<file path="config.mk">
export PLATFORM = sky130hd
export DESIGN_NAME = spi_link_master
export DESIGN_NICKNAME = d
export VERILOG_FILES = /design/src/rtl/spi_link_master.sv
export SDC_FILE = /design/constraint.sdc
export NUM_CORES = 1
export LEC_CHECK = 0
export ABC_AREA = 1
export CAP_MARGIN = 25
export CORE_ASPECT_RATIO = 1.75
export CORE_MARGIN = 3
export CORE_UTILIZATION = 50
export CTS_CLUSTER_SIZE = 12
export DETAILED_ROUTE_END_ITERATION = 6
export HOLD_SLACK_MARGIN = 0.1
export MAX_ROUTING_LAYER = met4
export PLACE_DENSITY = 0.74
export RECOVER_POWER = 100
export SLEW_MARGIN = 30
export SYNTH_ARGS = -nofsm -noshare
export SYNTH_HDL_FRONTEND = slang
export SYNTH_SLANG_ARGS = --single-unit
</file>
<file path="constraint.sdc">
create_clock -name clk -period 3.2 [get_ports clk]
set_input_delay 0.64 -clock clk [delete_from_list [all_inputs] [get_ports clk]]
set_output_delay 0.64 -clock clk [all_outputs]
set_load 0.01 [all_outputs]
</file>
<file path="src/rtl/spi_link_master.sv">
// rtl/spi_link_master.sv - SPI master with SCLK divider, CPOL/CPHA, bit order and multi-slave select hold
module spi_link_master #(
  parameter int DATA_W  = 8,
  parameter int NUM_SS  = 1,
  parameter int CLK_DIV = 4,
  parameter int SEL_W   = (NUM_SS > 1) ? $clog2(NUM_SS) : 1
) (
  input  logic              clk,
  input  logic              rst,
  input  logic              start,
  input  logic [DATA_W-1:0] tx_data,
  input  logic [SEL_W-1:0]  ss_sel,
  input  logic              cpol,
  input  logic              cpha,
  input  logic              lsb_first,
  input  logic              hold_ss,
  output logic              busy,
  output logic              done,
  output logic [DATA_W-1:0] rx_data,
  input  logic              MISO,
  output logic              MOSI,
  output logic              SCLK,
  output logic [NUM_SS-1:0] SS_n
);

  localparam int DIV_W  = (CLK_DIV > 1) ? $clog2(CLK_DIV) : 1;
  localparam int EDGE_W = $clog2(2 * DATA_W);
  localparam logic [DIV_W-1:0]  DIV_LAST  = DIV_W'(CLK_DIV - 1);
  localparam logic [EDGE_W-1:0] EDGE_LAST = EDGE_W'(2 * DATA_W - 1);
  localparam logic [SEL_W:0]    SS_LIMIT  = (SEL_W + 1)'(NUM_SS);

  typedef enum logic [1:0] {IDLE, SETUP, SHIFT, TRAIL} state_t;

  state_t              state_q, state_d;
  logic [DIV_W-1:0]    div_q, div_d;
  logic [EDGE_W-1:0]   edge_q, edge_d;
  logic [DATA_W-1:0]   tx_sh_q, tx_sh_d;
  logic [DATA_W-1:0]   rx_sh_q, rx_sh_d;
  logic [DATA_W-1:0]   rx_data_q, rx_data_d;
  logic                cpol_q, cpol_d;
  logic                cpha_q, cpha_d;
  logic                lsb_q, lsb_d;
  logic                hold_q, hold_d;
  logic                busy_q, busy_d;
  logic                done_q, done_d;
  logic                mosi_q, mosi_d;
  logic                sclk_q, sclk_d;
  logic [NUM_SS-1:0]   ss_n_q, ss_n_d;

  logic                accept;
  logic                tick;
  logic                leading;
  logic                tx_head, in_head;
  logic [DATA_W-1:0]   tx_next, in_next, rx_next;

  always_ff @(posedge clk or posedge rst) begin
    if (rst) begin
      state_q   <= IDLE;
      div_q     <= '0;
      edge_q    <= '0;
      tx_sh_q   <= '0;
      rx_sh_q   <= '0;
      rx_data_q <= '0;
      cpol_q    <= 1'b0;
      cpha_q    <= 1'b0;
      lsb_q     <= 1'b0;
      hold_q    <= 1'b0;
      busy_q    <= 1'b0;
      done_q    <= 1'b0;
      mosi_q    <= 1'b0;
      sclk_q    <= 1'b0;
      ss_n_q    <= '1;
    end else begin
      state_q   <= state_d;
      div_q     <= div_d;
      edge_q    <= edge_d;
      tx_sh_q   <= tx_sh_d;
      rx_sh_q   <= rx_sh_d;
      rx_data_q <= rx_data_d;
      cpol_q    <= cpol_d;
      cpha_q    <= cpha_d;
      lsb_q     <= lsb_d;
      hold_q    <= hold_d;
      busy_q    <= busy_d;
      done_q    <= done_d;
      mosi_q    <= mosi_d;
      sclk_q    <= sclk_d;
      ss_n_q    <= ss_n_d;
    end
  end

  always_comb begin
    state_d   = state_q;
    div_d     = div_q;
    edge_d    = edge_q;
    tx_sh_d   = tx_sh_q;
    rx_sh_d   = rx_sh_q;
    rx_data_d = rx_data_q;
    cpol_d    = cpol_q;
    cpha_d    = cpha_q;
    lsb_d     = lsb_q;
    hold_d    = hold_q;
    busy_d    = busy_q;
    done_d    = 1'b0;
    mosi_d    = mosi_q;
    sclk_d    = sclk_q;
    ss_n_d    = ss_n_q;

    accept  = start && (state_q == IDLE) && ({1'b0, ss_sel} < SS_LIMIT);
    tick    = (div_q == DIV_LAST);
    leading = ~edge_q[0];
    tx_head = lsb_q ? tx_sh_q[0] : tx_sh_q[DATA_W-1];
    tx_next = lsb_q ? {1'b0, tx_sh_q[DATA_W-1:1]} : {tx_sh_q[DATA_W-2:0], 1'b0};
    in_head = lsb_first ? tx_data[0] : tx_data[DATA_W-1];
    in_next = lsb_first ? {1'b0, tx_data[DATA_W-1:1]} : {tx_data[DATA_W-2:0], 1'b0};
    rx_next = lsb_q ? {MISO, rx_sh_q[DATA_W-1:1]} : {rx_sh_q[DATA_W-2:0], MISO};

    if (state_q != IDLE) begin
      div_d = tick ? '0 : div_q + DIV_W'(1);
    end

    case (state_q)
      IDLE: begin
        sclk_d = cpol;
        if (accept) begin
          state_d = SETUP;
          busy_d  = 1'b1;
          div_d   = '0;
          edge_d  = '0;
          cpol_d  = cpol;
          cpha_d  = cpha;
          lsb_d   = lsb_first;
          hold_d  = hold_ss;
          rx_sh_d = '0;
          // Rewriting the whole vector drops any other held select and keeps a re-selected one low.
          ss_n_d         = '1;
          ss_n_d[ss_sel] = 1'b0;
          if (!cpha) begin
            mosi_d  = in_head;
            tx_sh_d = in_next;
          end else begin
            tx_sh_d = tx_data;
          end
        end
      end
      SETUP, SHIFT: begin
        if (tick) begin
          sclk_d = ~sclk_q;
          edge_d = edge_q + EDGE_W'(1);
          // Sample on the leading edge for cpha=0, on the trailing edge for cpha=1; drive on the other.
          if (leading ^ cpha_q) begin
            rx_sh_d = rx_next;
          end else if (cpha_q || (edge_q != EDGE_LAST)) begin
            mosi_d  = tx_head;
            tx_sh_d = tx_next;
          end
          if (state_q == SETUP) begin
            state_d = SHIFT;
          end else if (edge_q == EDGE_LAST) begin
            state_d = TRAIL;
          end
        end else if (state_q == SETUP) begin
          sclk_d = cpol_q;
        end
      end
      TRAIL: begin
        sclk_d = cpol_q;
        if (tick) begin
          state_d   = IDLE;
          done_d    = 1'b1;
          busy_d    = 1'b0;
          rx_data_d = rx_sh_q;
          if (!hold_q) begin
            ss_n_d = '1;
          end
        end
      end
      default: begin
        state_d = IDLE;
      end
    endcase
  end

  assign busy    = busy_q;
  assign done    = done_q;
  assign rx_data = rx_data_q;
  assign MOSI    = mosi_q;
  assign SCLK    = sclk_q;
  assign SS_n    = ss_n_q;

endmodule
</file>
==> Word level (Yosys, flattened, before mapping) <==
Index checks and enable logic that the tools add are counted.
{ "word_totals": {"output_inout_bits": 13, "word_cells": 105, "register_bits": 41, "input_bits": 17} }
{ "classes": {"magnitude_cmp": 3, "n_bitwise": 4, "n_eq_ne": 16, "reduce_logical": 18, "n_mux": 47, "add_sub_neg": 2} }
{ "op_table": {"columns": ["cell", "n"], "rows": [
  ["$mux W8", 11],
  ["$pmux W8 S2", 2],
  ["$mux W2", 9],
  ["$mux W1", 17],
  ["$ne A2 B2 Y1 const B", 8],
  ["$reduce_and A4 Y1", 3],
  ["$mux W4", 2],
  ["$pmux W4 S2", 1],
  ["$eq A2 B2 Y1 const B", 3],
  ["$ne A3 B3 Y1 const B", 2],
  ["$pmux W1 S2", 3],
  ["$pmux W2 S3", 1],
  ["$reduce_and A3 Y1", 2],
  ["$reduce_and A6 Y1", 1],
  ["$reduce_bool A2 Y1", 3],
  ["$reduce_and A5 Y1", 1],
  ["$add A4 B1 Y4 const B", 1],
  ["$eq A4 B4 Y1 const B", 1],
  ["$ne A4 B4 Y1 const B", 1],
  ["$reduce_and A2 Y1", 2],
  ["$logic_and A1 B1 Y1", 3],
  ["$not A1 Y1", 3],
  ["$pmux W1 S3", 1],
  ["$add A2 B1 Y2 const B", 1],
  ["7 further kinds", 8]
]} }

==> Depth between registers and ports, before layout <==
Gate-level depths: netlist of the first run.
{ "logic_depth": {"ltp_word": 6, "depth_mapped": 10, "mapped_depth_nobuf": 10} }

==> Worst setup path before layout of the first run <==
No wires, ideal clock.
{ "synth_timing": {"kind": "register to register", "startpoint": "reg state_q[0]", "endpoint": "reg rx_sh_q[2]", "t_arrival_ns": 1.484, "stages_incl_launch_ff": 11, "setup_time_ns": 0.122, "period_less_slack_ns": 1.606, "required_ns": 3.078, "n_path_buf": 1, "path_slack_ns": 1.594, "path_cell_list": "dfrtp_1 inv_1 ha_1 inv_2 nand2_1 nand2_2 nor2_8 nand2_4 buf_6 nand2_1 o21ai_1"} }
{ "synth_via": {"elab_chain_cells": 5, "word_cells_on_any_way": 12, "classes_between": "5 x eq/ne; 1 x mux; 6 x reduce/logical"} }
{ "synth_lines": {"columns": ["item", "line_no", "source"], "rows": [
  ["start: declaration", "34", "state_t state_q, state_d;"],
  ["start signal: assignment", "74", "state_q <= state_d;"],
  ["$logic_not A2 Y1", "109, 122", null],
  ["$logic_and A1 B1 Y1 (2 in series)", "109", "accept = start && (state_q == IDLE) && ({1'b0, ss_sel} < SS_LIMIT);"],
  ["$ne A2 B2 Y1 (no source line)", null, null],
  ["$reduce_and A4 Y1 (no source line)", null, null],
  ["end signal: assignment", "78", "rx_sh_q <= rx_sh_d;"],
  ["end: declaration", "38", "logic [DATA_W-1:0] rx_sh_q, rx_sh_d;"]
]} }
Several ways; a longest one is shown, not always the timed one.
A chain may end at the register's enable or synchronous reset.

==> Worst setup path after layout of the first run <==
{ "layout_timing": {"startpoint": "reg state_q[0]", "endpoint": "reg tx_sh_q[5]"} }
{ "layout_via": {"elab_chain_cells": 5, "word_cells_on_any_way": 13, "classes_between": "6 x eq/ne; 1 x mux; 6 x reduce/logical"} }
{ "layout_lines": {"columns": ["item", "line_no", "source"], "rows": [
  ["$logic_not A2 Y1", "109, 122", null],
  ["$logic_and A1 B1 Y1 (2 in series)", "109", null],
  ["$ne A2 B2 Y1 (no source line)", null, null],
  ["$reduce_and A5 Y1 (no source line)", null, null],
  ["end signal: assignment", "77", "tx_sh_q <= tx_sh_d;"],
  ["end: declaration", "37", "logic [DATA_W-1:0] tx_sh_q, tx_sh_d;"]
]} }
Several ways; a longest one is shown, not always the timed one.

==> results of run 1 <==
==> power groups by stage <==
stage	logic, uW	clock network [uW]	registers, uW
2_1_floorplan	1050	0	823
3_3_place_gp	1320	0	845
3_5_place_dp	1340	0	846
4_1_cts	1340	419	839
5_1_grt	1480	436	865
6_report	1280	408	839
==> routing by layer <==
layer	global-route usage, %	vias up	wire (um)	share of wire, %
met1	21.7	918	1950	42
met5	-	-	0	0
met4	9.50	0	113	2.5
met3	3.44	12	191	4.2
met2	33.7	57	2330	51
li1	-	1017	-	-
==> kinds of logic (layout without fill, tap and decap cells) <==
logic type,after synthesis,in the layout,share of synthesized area [%]
buf+inv,32,63,5.79
compound gates,46,46,12.3
simple gates,171,171,32.4
flops,41,41,46.2
fa+ha+maj,5,5,2.81
mux,1,1,0.506
==> metrics by stage <==
stage	area [sq um]	hold WS, ns	cells
3_5_place_dp	2550	0.457	368
4_1_cts	2660	0.469	376
3_3_place_gp	2550	0.454	368
6_report	2640	0.465	376
2_1_floorplan	2220	0.449	296
5_1_grt	2640	0.496	376
==> registers in the layout (all words and copies together) (netlist names) <==
signal	count
rx_data	8
rx_sh_q	8
tx_sh_q	8
edge_q	4
div_q	2
state_q	2
MOSI	1
SCLK	1
SS_n	1
busy	1
cpha_q	1
cpol_q	1
done	1
hold_q	1
lsb_q	1
==> worst paths after layout <==
path | to | slack [ns]
max reg2reg | tx_sh_q[5] | 0.83
min | SS_n | 0.46
max | tx_sh_q[5] | 0.83
min reg2reg | SS_n | 0.46
min in group asynchronous | tx_sh_q[7] | 1.09
max in group asynchronous | tx_sh_q[5] | 1.51
==> layout make-up <==
| cell class | instances | area, sq um | share of cell area [%] |
|---|---|---|---|
| clock inverter | 2 | 35.0 | 1.33 |
| tap | 49 | 61.3 | 2.32 |
| multi-input combinational | 223 | 1050 | 40.0 |
| sequential | 41 | 1030 | 38.9 |
| timing repair buffer | 30 | 295 | 11.2 |
| clock buffer | 6 | 72.6 | 2.75 |
| inverter | 25 | 93.8 | 3.55 |
==> placed cells by master (no fill, tap or decap), drive strengths merged <==
cell type	synthesis	final
a21oi	7	7
a22oi	9	9
bufinv	0	1
clkbuf	5	7
clkdlybuf4s50	0	14
clkinv	1	3
dfrtp	40	40
dfstp	1	1
dlygate4sd3	0	15
ha	5	5
inv	24	23
mux2	1	1
nand2	124	124
nand3	28	28
nand4	2	2
nor2	15	15
o211ai	1	1
o21a	2	2
o21ai	26	26
o21bai	1	1
or2	2	2
==> worst max-delay path, stage by stage (launching register included) <==
cell     delay (ns)
dfrtp_1        0.40
inv_1          0.06
ha_1           0.52
inv_1          0.35
nand2_1        0.15
nand2_1        0.13
nor2_8         0.22
nand2_4        0.11
inv_1          0.21
nand2_1        0.09
nand2_1        0.06
==> qor.txt, run 1 <==
antenna-violating nets left - 0
Worst Setup SP - state_q[0]
most frequent cells after synthesis - 121 x nand2_1, 40 x dfrtp_1, 28 x nand3_1, 17 x inv_1, 15 x o21ai_0
Ant. Diodes - 0
# hold bufs at CTS - 0
CTS tree - built
crit share post-route - 74.0%
final slew viol count - 0
# IOs - 30
Tightest Hold Check Type - flop to flop
Filler cells - 395
final WL - 4580 um
DR pass1 iterations - 4
critical path startpoint category - flop
drc violations - 0
Peak supply drop - 0.892 mV
Gate power share - 50.6%
Root Buffer - clkbuf_8
Cells after Synth - 296
P_int - 1380 uW
Switching Share - 45.4%
IO Port Bufs - 29
Slew @ Worst Pin - 0.977 ns
worst r2r src - state_q[0]
sequential share of the synthesized area - 46.2%
setup_tns - 0 ns
WP data arrival - 2.60 ns
vias in the first global route - 1952
Worst EP required - 3.43 ns
Clock Power Share - 16.1%
via count - 2004
Initial Util - 52.6%
Avg Inst Size Synth - 7.52 sq um
clock latency on the worst-skew pair - 0.29 ns
synthesized flop and latch total - 41
outcome - completed
Cell Rows - 31
total congestion overflow - 0
CTS clk-pin slew, worst paths - 0.07 ns
clk buf depth - 2
die width - 56.4 um
crit path kind - flop to flop
leading post-synthesis cells by cell area - dfrtp_1 45%, nand2_1 20%, nand3_1 6.3%
initial antenna violation count - 0
syn nets - 318
ys async rst share - 100%
largest net degree at the start of global routing - 42
layout cells sized above 1 - 4.89%
largest area contributor in the synthesized netlist - dfrtp_1
Cell Pwr Density - 956 nW/um^2
Resized cells post-CTS - 0
Slew HR - 34.9%
fin crit period - 2.37 ns
GR Util All Layers - 19.7%
Post-CTS Setup Inserts - 0
Final setup viols - 0
DR WL/cell - 12.2 um
Syn Std Cell Area - 2220 sq um
total net switching power - 1150 uW
core region area - 4230 sq um
Area growth syn-to-layout - 18.7%
NumNets Final - 348
Pwr Total - 2520 uW
Crit. End Element - flop
Yosys cell types - 27
Final Util - 62.4%
cts bufs inserted - 5
Placer Congestion - 0.881
H-tree Lvls - 2
R2R cell count - 10
first-pass GRT wire length - 8120 um
ys flop type - dfrtp_1
final hold vios - 0
clk_skew - 0.00664 ns
Synth warnings - 0
sequential group share of total power - 33.2%
Highest Clock Rate - 422 MHz
Die Y - 94.2 um
Setup WS post-layout - 0.833 ns
area share of the leading cell type in the synthesized netlist - 45.0%
P_leak - 0.00137 uW
# Max-Cap Violations - 0
die area - 5320 sq um
unrepaired setup endpoints after global routing - no
DP Wirelength - 3390 um
Post-synth EDFFs - 0
DR iter-0 viols - 61
clock sinks - 41
hold wc startpoint - SS_n
CP Max Fanout - 18
most numerous cell in the Yosys netlist - nand2_1
drt via density - 5.33
Setup WS pre-CTS - 1.07 ns
hold path depth - 2
Power figures use the tool's default switching activity.
==> run 2: changes to the inputs <==
==> constraint.sdc (replaced) <==
create_clock -name clk -period 2.21 [get_ports clk]
set_input_delay 0.442 -clock clk [delete_from_list [all_inputs] [get_ports clk]]
set_output_delay 0.442 -clock clk [all_outputs]
set_load 0.01 [all_outputs]
==> run 2 against run 1 <==
- worst hold slack better by 0.0085 ns
- worst setup slack worse by 0.53 ns
- final area is 1.6% higher
- sequential share of layout area is 0.60 points lower
- die area stayed put
- first-iteration DRC count is 36% lower
- critical path type unchanged
- largest cell class unchanged
- highest routed layer unchanged
==> qor.txt, run 2 (same netlist as run 1, synthesis figures left out) <==
vias in the first global route - 1789 (was 1952)
Worst Path Buf+Inv - 2 (was 3)
first-pass GRT wire length - 7730 um (was 8120 um)
Resized cells post-CTS - 0 (unchanged)
Clock Power Share - 18.7% (was 16.1%)
Worst Setup SP - state_q[0] (unchanged)
Gate power share - 49.4% (was 50.6%)
CTS tree - built (unchanged)
DP Wirelength - 3370 um (was 3390 um)
P_int - 2130 uW (was 1380 uW)
clock latency on the worst-skew pair - 0.29 ns (about the same)
Crit. End Element - flop (unchanged)
unrepaired setup endpoints after global routing - no (unchanged)
drt via density - 5.24 (was 5.33)
Placer Congestion - 0.842 (was 0.881)
Cells after DPL - 370 (was 368)
DR iter-0 viols - 39 (was 61)
Switching Share - 43.7% (was 45.4%)
Largest delay share family, worst path - simple AND/OR/NAND/NOR gates (unchanged)
setup_tns - 0 ns (unchanged)
crit path to - rx_sh_q[4] (was tx_sh_q[5])
worst r2r dst - rx_sh_q[4] (was tx_sh_q[5])
DR WL/cell - 12.1 um (was 12.2 um)
most frequent cells in the layout - 122 x nand2_1, 40 x dfrtp_1, 28 x nand3_1, 24 x o21ai_0, 21 x inv_1 (was 122 x nand2_1, 40 x dfrtp_1, 28 x nand3_1, 22 x o21ai_0, 21 x inv_1)
crit path kind - flop to flop (unchanged)
Post-CTS Setup Inserts - 0 (unchanged)
die area - 5320 sq um (unchanged)
final cell count without fillers - 378 (was 376)
Cell Rows - 31 (unchanged)
crit share post-route - 86.4% (was 74.0%)
WP depth - 6 (was 10)
# IOs - 30 (unchanged)
IO Port Bufs - 29 (unchanged)
Slew @ Worst Pin - 1.01 ns (was 0.977 ns)
worst r2r src - state_q[0] (unchanged)
reg2reg setup slack - 0.30 ns (was 0.83 ns)
Ant. Diodes - 0 (unchanged)
R2R cell count - 6 (was 10)
clk buf depth - 2 (unchanged)
DR pass1 iterations - 4 (unchanged)
WP data arrival - 2.12 ns (was 2.60 ns)
Tightest Hold Check Type - flop to flop (unchanged)
Worst EP required - 2.42 ns (was 3.43 ns)
drc violations - 0 (unchanged)
clock sinks - 41 (unchanged)
Peak supply drop - 1.12 mV (was 0.892 mV)
clk_skew - 0.00599 ns (was 0.00664 ns)
most common cell after layout, fill and taps aside - nand2_1 (unchanged)
Root Buffer - clkbuf_8 (unchanged)
NumNets Final - 350 (was 348)
Area growth syn-to-layout - 20.5% (was 18.7%)
Final setup viols - 0 (unchanged)
outcome - completed (unchanged)
P_leak - 0.00139 uW (was 0.00137 uW)
CP Max Fanout - 18 (unchanged)
# hold bufs at CTS - 0 (unchanged)
Filler cells - 390 (was 395)
final WL - 4570 um (was 4580 um)
via count - 1982 (was 2004)
total congestion overflow - 0 (unchanged)
initial antenna violation count - 0 (unchanged)
sequential group share of total power - 31.9% (was 33.2%)
total net switching power - 1660 uW (was 1150 uW)
layout cells sized above 1 - 6.08% (was 4.89%)
core region area - 4230 sq um (unchanged)
GR Util All Layers - 18.9% (was 19.7%)
Highest Clock Rate - 524 MHz (was 422 MHz)
critical path startpoint category - flop (unchanged)
worst path cell trace - inv_1, ha_1, inv_2, nor2_1, a22oi_1, o21ai_0 (was inv_1, ha_1, inv_1, nand2_1, nand2_1, nor2_8, nand2_4, inv_1, nand2_1, nand2_1)
final hold vios - 0 (unchanged)
Slew HR - 32.8% (was 34.9%)
Die Y - 94.2 um (unchanged)
CTS clk-pin slew, worst paths - 0.08 ns (was 0.07 ns)
CP peak stage delay - 0.48 ns (was 0.52 ns)
antenna-violating nets left - 0 (unchanged)
die width - 56.4 um (unchanged)
H-tree Lvls - 2 (unchanged)
# Max-Cap Violations - 0 (unchanged)
largest net degree at the start of global routing - 42 (unchanged)
fin crit period - 1.91 ns (was 2.37 ns)
Initial Util - 52.6% (unchanged)
cts bufs inserted - 5 (unchanged)
final slew viol count - 0 (unchanged)
Cell Pwr Density - 1410 nW/um^2 (was 956 nW/um^2)
Slowest-stage cell, CP - nor2_1 (was ha_1)
## run 2: how the worst min path moves through the flow
stage | depth (start not counted) | startpoint | end | slack (ns)
after global placement | 2 | SS_n | SS_n | 0.46
after floorplan | 2 | tx_sh_q[0] | tx_sh_q[0] | 0.45
after detailed placement | 2 | rx_data[0] | rx_data[0] | 0.47
after global routing | 2 | SS_n | SS_n | 0.50
final | 2 | SS_n | SS_n | 0.47
after CTS | 2 | SS_n | SS_n | 0.48
## run 2: area by class of cell
type	instances	area, sq um	area share (%)
repair buffers	32	310	11.6
multi-input cells	223	1050	39.3
clock inverters	3	65.1	2.43
well taps	49	61.3	2.29
clock buffers	5	68.8	2.57
inverters	25	93.8	3.50
flip-flops and latches	41	1030	38.3
## run 2: layer usage
layer	routed length [um]	share of wire (%)	GRT usage [%]	up-vias
met5	0	0	-	-
met4	90	2.0	8.12	0
met3	192	4.2	3.99	8
met2	2310	51	32.1	49
met1	1980	43	21.1	902
li1	-	-	-	1023
## run 2: power groups by stage
stage	clock network, uW	logic [uW]	registers [uW]
floorplan	0	1520	1190
global placement	0	1930	1220
detailed placement	0	1950	1230
CTS	727	1960	1210
global route	761	2150	1240
finish	708	1870	1210
## run 2: worst reg2reg max path, stage by stage, from the launching register on
cell     delay, ns
dfrtp_1       0.39
inv_1         0.06
ha_1          0.40
inv_2         0.18
nor2_1        0.48
a22oi_1       0.13
o21ai_0       0.18
## run 2: metrics by stage
stage / setup slack (ns) / hold WS, ns / area (sq um) / power, uW / util, %
after floorplan: 0.604 / 0.449 / 2220 / 2710 / -
after global routing: 0.0850 / 0.500 / 2680 / 4150 / 63.4
after detailed placement: 0.291 / 0.465 / 2560 / 3180 / 60.6
after CTS: 0.310 / 0.482 / 2700 / 3900 / 63.8
after global placement: 0.299 / 0.455 / 2560 / 3150 / 60.6
final: 0.300 / 0.473 / 2680 / 3790 / 63.4
==> run 3: changes to the inputs <==
--- a/config.mk
+++ b/config.mk
@@ -10,7 +10,7 @@
 export CORE_ASPECT_RATIO = 1.75
 export CORE_MARGIN = 3
 export CORE_UTILIZATION = 50
-export CTS_CLUSTER_SIZE = 12
+export CTS_CLUSTER_SIZE = 20
 export DETAILED_ROUTE_END_ITERATION = 6
 export HOLD_SLACK_MARGIN = 0.1
 export MAX_ROUTING_LAYER = met4
==> results of run 3 <==
No change in the layout: final DEF, timing and power equal those of run 2.
